$ cat config.mk
export PLATFORM = sky130hd
export DESIGN_NAME = wb_regfile
export DESIGN_NICKNAME = d
export VERILOG_FILES = /design/src/rtl/riscv_wb_pkg.sv /design/src/rtl/wb_load_align.sv /design/src/rtl/wb_regfile.sv
export SDC_FILE = /design/constraint.sdc
export NUM_CORES = 2
export LEC_CHECK = 0
export BUFFER_PORTS_ARGS = -buffer_cell sky130_fd_sc_hd__clkbuf_2
export CAP_MARGIN = 20
export CORE_MARGIN = 4
export CORE_UTILIZATION = 46
export CTS_BUF_LIST = sky130_fd_sc_hd__clkbuf_8 sky130_fd_sc_hd__clkbuf_16
export CTS_CLUSTER_SIZE = 20
export DETAILED_ROUTE_END_ITERATION = 6
export SLEW_MARGIN = 20
export SYNTH_ARGS = -nofsm -noshare
export SYNTH_HDL_FRONTEND = slang
export SYNTH_HIERARCHICAL = 1
export SYNTH_SLANG_ARGS = --single-unit
$ cat constraint.sdc
create_clock -name clk -period 6.3 [get_ports clk]
set_input_delay 1.26 -clock clk [delete_from_list [all_inputs] [get_ports clk]]
set_output_delay 1.26 -clock clk [all_outputs]
set_load 0.03 [all_outputs]
$ cat src/rtl/riscv_wb_pkg.sv
// riscv_wb_pkg: shared constants for the RV32I writeback stage.
package riscv_wb_pkg;

  localparam int XLEN  = 32;
  localparam int NREGS = 32;

  typedef enum logic [1:0] {
    REGIN_ALU = 2'b00,
    REGIN_IMM = 2'b01,
    REGIN_PC4 = 2'b10,
    REGIN_RSV = 2'b11
  } regin_e;

  localparam logic [2:0] F3_LB  = 3'b000;
  localparam logic [2:0] F3_LH  = 3'b001;
  localparam logic [2:0] F3_LW  = 3'b010;
  localparam logic [2:0] F3_LBU = 3'b100;
  localparam logic [2:0] F3_LHU = 3'b101;

endpackage

$ cat src/rtl/wb_load_align.sv
// wb_load_align: picks the addressed byte/halfword out of the raw memory
// word and sign- or zero-extends it according to the load funct3.
module wb_load_align #(
  parameter int XLEN = riscv_wb_pkg::XLEN
) (
  input  logic [XLEN-1:0] drdata,
  input  logic [1:0]      byte_off,
  input  logic [2:0]      funct3,
  output logic [XLEN-1:0] load_data
);
  import riscv_wb_pkg::*;

  logic [7:0]  byte_sel;
  logic [15:0] half_sel;

  // Lane selection: halfword lane uses only the upper offset bit.
  always_comb begin
    byte_sel = drdata[{byte_off, 3'b000} +: 8];
    half_sel = drdata[{byte_off[1], 4'b0000} +: 16];
  end

  // Extension by load type; unknown funct3 values fall back to a full word.
  always_comb begin
    load_data = drdata;
    case (funct3)
      F3_LB:   load_data = {{(XLEN-8){byte_sel[7]}}, byte_sel};
      F3_LBU:  load_data = {{(XLEN-8){1'b0}}, byte_sel};
      F3_LH:   load_data = {{(XLEN-16){half_sel[15]}}, half_sel};
      F3_LHU:  load_data = {{(XLEN-16){1'b0}}, half_sel};
      default: load_data = drdata;
    endcase
  end

endmodule

$ cat src/rtl/wb_regfile.sv
// wb_regfile: writeback source select, 32x32 architectural register file
// with two combinational read ports, commit mirror for forwarding, and a
// 64-bit retired-instruction counter.
// Optional macro REGFILE_BYPASS_EN: read ports return the value being
// committed in the same cycle (write-through). Without it they return the
// stored, pre-commit value.
module wb_regfile #(
  parameter int XLEN  = riscv_wb_pkg::XLEN,
  parameter int NREGS = riscv_wb_pkg::NREGS
) (
  input  logic            clk,
  input  logic            rst_n,
  input  logic            wb_valid,
  input  logic            memtoreg,
  input  logic            regwrite,
  input  logic [1:0]      regin,
  input  logic [XLEN-1:0] alu_out,
  input  logic [XLEN-1:0] drdata,
  input  logic [XLEN-1:0] immgen,
  input  logic [XLEN-1:0] pc_plus4,
  input  logic [31:0]     idata,
  input  logic [XLEN-1:0] daddr,
  input  logic [4:0]      rs1_addr,
  input  logic [4:0]      rs2_addr,
  output logic [XLEN-1:0] rs1_data,
  output logic [XLEN-1:0] rs2_data,
  output logic            wb_we,
  output logic [4:0]      wb_rd,
  output logic [XLEN-1:0] wb_data,
  output logic [63:0]     instret
);
  import riscv_wb_pkg::*;

  logic [XLEN-1:0] regs [NREGS];
  logic [XLEN-1:0] load_data;
  logic [63:0]     instret_q;
  logic [2:0]      funct3;
  logic            unused_bits;

  assign wb_rd       = idata[11:7];
  assign funct3      = idata[14:12];
  assign instret     = instret_q;
  assign unused_bits = ^{idata[31:15], idata[6:0], daddr[XLEN-1:2]};

  wb_load_align #(.XLEN(XLEN)) u_load_align (
    .drdata    (drdata),
    .byte_off  (daddr[1:0]),
    .funct3    (funct3),
    .load_data (load_data)
  );

  // Commit enable and writeback value; load data overrides the regin select.
  always_comb begin
    wb_we   = wb_valid & regwrite & (wb_rd != 5'd0);
    wb_data = alu_out;
    if (memtoreg) begin
      wb_data = load_data;
    end else begin
      case (regin)
        REGIN_IMM: wb_data = immgen;
        REGIN_PC4: wb_data = pc_plus4;
        default:   wb_data = alu_out;
      endcase
    end
  end

  // Register array: cleared on reset, written on commit; x0 never written.
  always_ff @(posedge clk or negedge rst_n) begin
    if (!rst_n) begin
      for (int i = 0; i < NREGS; i++) begin
        regs[i] <= '0;
      end
    end else if (wb_we) begin
      regs[wb_rd] <= wb_data;
    end
  end

  // Read ports: x0 reads zero, optional same-cycle write-through.
  always_comb begin
    rs1_data = regs[rs1_addr];
    rs2_data = regs[rs2_addr];
`ifdef REGFILE_BYPASS_EN
    if (wb_we && (rs1_addr == wb_rd)) rs1_data = wb_data;
    if (wb_we && (rs2_addr == wb_rd)) rs2_data = wb_data;
`endif
    if (rs1_addr == 5'd0) rs1_data = '0;
    if (rs2_addr == 5'd0) rs2_data = '0;
  end

  // Retired-instruction counter: every valid slot counts, wraps naturally.
  always_ff @(posedge clk or negedge rst_n) begin
    if (!rst_n) begin
      instret_q <= '0;
    end else if (wb_valid) begin
      instret_q <= instret_q + 64'd1;
    end
  end

endmodule

# --- Word level (Yosys, flattened, before mapping) ---
# Cells that the tools add are included.
op_classes:
  magnitude_cmp: 4
  shifts: 2
  n_reduce_logical: 5
  n_addsub: 1
  mux: 14
  eq_ne: 5
  bitwise: 5
op_table:
  columns: ["op", "count"]
  rows:
  - ["bitwise mux 1024 bit", 1]
  - ["binary-select mux 32 bit (select 5 bit)", 2]
  - ["2-to-1 mux 32 bit", 8]
  - ["demux 32 bit (select 5 bit)", 1]
  - ["case mux 32 bit (4 select lines)", 1]
  - ["adder 64 x 1 -> 64 bit (second input constant)", 1]
  - ["case mux 32 bit (2 select lines)", 1]
  - ["variable part select 32 x 6 -> 16 bit", 1]
  - ["variable part select 32 x 6 -> 8 bit", 1]
  - [">= comparator 6 bit (second input constant)", 3]
  - ["inverter 5 -> 6 bit", 3]
  - ["logical NOT 5 bit", 2]
  - ["== test 3 bit (second input constant)", 2]
  - ["less-than comparator 6 x 1 -> 1 bit (second input constant)", 1]
  - ["nonzero test 5 bit", 1]
  - ["== test 3 x 1 -> 1 bit (second input constant)", 1]
  - ["logical NOT 3 bit", 1]
  - ["bitwise AND 1 bit", 2]
  - ["== test 2 x 1 -> 1 bit (second input constant)", 1]
  - ["== test 2 bit (second input constant)", 1]
  - ["logical AND 1 bit", 1]
totals:
  inputBits: 209
  elab_cells: 69
  output_inout_bits: 166
  regBits: 1088

# --- Depth between registers and ports, before layout ---
logic_depth:
  ltp_word: 6
  mapped_depth: 9

# --- Modules after synthesis ---
# Netlist, hierarchy kept.
modules_own_cells:
  columns: ["mod", "seq_area_each_um2", "area_per_inst_um2", "instances", "cells_per_inst"]
  rows:
  - ["wb_regfile", 27226.1, 56457.9, 1, 5299]
  - ["wb_load_align", 0.0, 752.0, 1, 116]

# --- Worst setup path before layout ---
# Ideal clock, no wire load.
synth_timing:
  path_kind: "input-to-output"
  startpoint: "input rs1_addr[1]"
  endpoint: "output rs1_data[23]"
  required_ps: 5040
  t_arrival_ps: 4160
  stages: 9
  setup_slack_ps: 880
  cell_sequence: "buf_2 > buf_2 > buf_4 > buf_2 > mux2i_1 > a22oi_1 > nand4_1 > o211a_1 > a2111oi_0"
synth_via:
  elab_chain_cells: 5
synth_lines:
  columns: ["item", "line", "text"]
  rows:
  - ["start, declared", "wb_regfile.sv:23", "input logic [4:0] rs1_addr,"]
  - ["inverter 5 -> 6 bit (not written as such)", "wb_regfile.sv:80", "rs1_data = regs[rs1_addr];"]
  - ["binary-select mux 32 bit (select 5 bit)", "wb_regfile.sv:80", null]
  - ["2-to-1 mux 32 bit (not written as such) (2 in series)", "wb_regfile.sv:80", null]
  - ["2-to-1 mux 32 bit (*)", "wb_regfile.sv:86", "if (rs1_addr == 5'd0) rs1_data = '0;"]
  - ["end, declared", "wb_regfile.sv:25", "output logic [XLEN-1:0] rs1_data,"]
# Every way passes the cells marked *; elsewhere a longest branch is shown, timed or not. The select of a mux whose other input is x is not followed.

# --- Worst setup path in the final report ---
layout_timing:
  startpoint: "input rs1_addr[2]"
  endpoint: "output rs1_data[22]"
# Same word-level chain as after synthesis.

==> results.cfg <==
[global_routing]
grt_max_degree = 169
grt_pass1_vias = 44419
grt_pass1_wl_um = 292000
antenna_found_initial = 6
grt.overflow.total = 0
gr-usage-all-layers_pct = 29.7

[sta]
slew_headroom_pct = 24.5
setup_viol = 0
drv_slew = 0
rsz0062_at_grt = no
post-route-period-util_pct = 84.4
fin_setup_tns_ns = 0
worst_clock_skew_ns = 0.00674
timing.fmax_mhz = 188
fin_ws_ns = 0.984
tightestPinTransition_ns = 1.13
fin_crit_ns = 5.32
finalHoldViolCount = 0

[yosys]
synth-seq-area-share_pct = 47.6
avgSynthCellArea_um2 = 10.6
asyncSetResetFlopFracSynth_pct = 100
synth.area.mux_share_pct = 22.4
syn_nets = 5627
yosys.area_share.simple_pct = 11.0
synth_edf_count = 0
synth_cells = 5415
ys_warn_count = 6
yosys.area_share.xor_xnor_pct = 0.964
ys_types = 53
ys.flop_type = dfrtp_1
synthAdderAreaFrac_pct = 0.0656
synth_compound_area_share_pct = 13.6
synth.ff_latch_count = 1088
syn_area_mm2 = 0.0572
synth_top_family_by_area = multiplexers

[detailed_routing]
ant_nets = 0
vias_per_cell = 6.22
via_count = 44792
first_iter_violations = 4921
drc = 0
drt_first_pass_iters = 5
wl_per_cell_um = 27.2
totalWireLength_um = 196000

[clock_tree]
root_buffer = clkbuf_16
cts_buffers = 118
clk_pin_slew_ns = 0.06
clkSinkCount = 1088
cts_hold_buf = 0
htreeDepth = 3
cts_tree = yes
post_cts_buffers = 0
clk_latency_ns = 0.71
clockBufferDepth = 3
post_cts_resized = 0

[setup_path]
cp_max_fo = 48
cp_num_buf_inv = 3
path_cells = clkbuf_8, buf_4, mux4_2, mux2i_1, a21oi_1, o21ai_0, a31oi_1, clkbuf_2
crit_arrival_ns = 4.06
r2r-end = instret[61]
cp.required_ns = 5.04
worstSetupStartpointType = primary input
r2r_start = instret[15]
rr_worst_depth = 5
end_kind = output pin
critPathTopFamily = buffers and inverters
crit_slowest_cell = buf_4
max_stage_delay_ns = 0.58
reg2reg_slack_ns = 3.63
path_class = in -> out

[final_layout]
area_delta_synth_final_pct = 13.5
register_area_mm2 = 0.0272
drive_gt1_share_pct = 23.3
final_cell_mix = dfrtp_1, a21oi_1, nor2_1, mux4_2, nand2_1
final_common_cell = dfrtp_1
multi_input_area_mm2 = 0.0280
nFillCells = 11033
stdcell_area_mm2 = 0.0649
nets = 5674

[placement]
place_area_mm2 = 0.0609
dp_hpwl_um = 120000
io_buffers = 320
place_ws_ns = 1.05
gp_congestion = 0.864

[hold_path]
min_to = regs[998]
min_path_type = reg -> reg
hold_path_depth = 0
hp-start = regs[998]

[floorplan]
die_w_um = 361
die_y_um = 361
ioPinCount = 375
rows = 129
design.core.area_mm2 = 0.124
fp.dieArea_mm2 = 0.130
initial_core_util_pct = 46.3

[power_and_ir_drop]
ir_drop_v = 0.000247
swShare_pct = 30.4
internal_power_uw = 14400
power_frac_seq_pct = 44.1
combPwrFrac_pct = 21.8
p_leak_uw = 0.0286
p_clk_share_pct = 34.1
p_switching_uw = 6310
p_per_area_mw_per_mm2 = 320

[flow_run]
drv_cap = 0

[status]
run_status = finished, final reports clean
-- kinds of logic (layout without fill, tap and decap cells) --
family,count (synthesis),in the layout
buffers and inverters,629,774
xor gates and xnor gates,63,63
DFF,1088,1088
other,0,4
and+or+nand+nor,1508,1508
AOI/OAI and AO/OA,1388,1388
adders and majority gates,3,3
muxes,736,736
-- final cells by class --
| class | count | share of cell area [%] |
|---|---|---|
| timing repair buffer | 494 | 5.38 |
| clock buffer | 150 | 5.28 |
| multi-input combinational | 3698 | 43.1 |
| inverter | 62 | 0.364 |
| clock inverter | 68 | 0.821 |
| sequential | 1088 | 41.9 |
| tap | 1637 | 3.15 |
| antenna | 4 | 0.0154 |
-- metal layers --
layer  up-vias  part of all wire [%]  track usage (%)
li1      19640                     -                -
met1     22765                    41             41.5
met2      1977                    46             46.7
met3       408                   8.8             6.33
met4         2                   3.7             9.94
met5         -                0.0082                0
-- through the flow --
step	utilization [%]	hold WS [ns]	power (uW)	cells
after global routing	52.5	0.408	21700	7199
after CTS	52.5	0.396	20800	7195
after floorplan	-	0.441	12200	5415
final	52.5	0.391	20800	7201
after detailed placement	49.3	0.383	13700	6977
after global placement	49.2	0.377	13600	6974
-- how the worst max path moves through the flow --
| stage | endpoint | cells past startpoint | slack (ns) | from |
|---|---|---|---|---|
| after global routing | rs2_data[18] | 8 | 0.95 | rs2_addr[1] |
| after floorplan | rs1_data[23] | 9 | 0.88 | rs1_addr[1] |
| after CTS | rs1_data[29] | 6 | 1.04 | rs1_addr[2] |
| after global placement | rs1_data[28] | 7 | 1.07 | rs1_addr[0] |
| final | rs1_data[22] | 8 | 0.98 | rs1_addr[2] |
| after detailed placement | rs1_data[29] | 6 | 1.05 | rs1_addr[2] |
-- power by group through the flow --
stage / Clock, uW / Sequential, uW / Combinational (uW)
6_report: 7080 / 9150 / 4530
5_1_grt: 7470 / 9290 / 4970
4_1_cts: 7160 / 9110 / 4540
3_5_place_dp: 0 / 9220 / 4520
3_3_place_gp: 0 / 9150 / 4420
2_1_floorplan: 0 / 8980 / 3250
-- sequential cells by signal, indices dropped and copies added, names as in the netlist --
signal	flops
instret	64
regs	1024
-- cell usage after synthesis, types with 4 or more instances --
| master | number | area share (%) |
|---|---|---|
| a2111oi_0 | 14 | 0.21 |
| a211oi_1 | 14 | 0.18 |
| a21o_1 | 4 | 0.052 |
| a21oi_1 | 874 | 7.6 |
| a221o_1 | 5 | 0.087 |
| a221oi_1 | 66 | 1.0 |
| a22oi_1 | 47 | 0.62 |
| a311oi_1 | 4 | 0.061 |
| a31oi_1 | 50 | 0.55 |
| and2_1 | 17 | 0.19 |
| and3_1 | 5 | 0.055 |
| buf_1 | 48 | 0.31 |
| buf_2 | 54 | 0.47 |
| buf_4 | 12 | 0.16 |
| clkbuf_1 | 451 | 3.0 |
| dfrtp_1 | 1088 | 48 |
| inv_1 | 61 | 0.40 |
| mux2_2 | 93 | 1.8 |
| mux2i_1 | 216 | 3.8 |
| mux4_2 | 427 | 17 |
| nand2_1 | 405 | 2.7 |
| nand2b_1 | 7 | 0.077 |
| nand3_1 | 39 | 0.34 |
| nand4_1 | 35 | 0.38 |
| nor2_1 | 854 | 5.6 |
| nor2b_1 | 49 | 0.54 |
| nor3_1 | 46 | 0.40 |
| nor4_1 | 16 | 0.17 |
| nor4_2 | 11 | 0.24 |
| o2111ai_1 | 5 | 0.077 |
| o211a_1 | 10 | 0.17 |
| o21ai_0 | 240 | 2.1 |
| o221ai_1 | 46 | 0.70 |
| or2_2 | 9 | 0.098 |
| xnor2_1 | 37 | 0.57 |
| xor2_1 | 26 | 0.40 |
No activity file was read; power rests on OpenSTA's default activity.
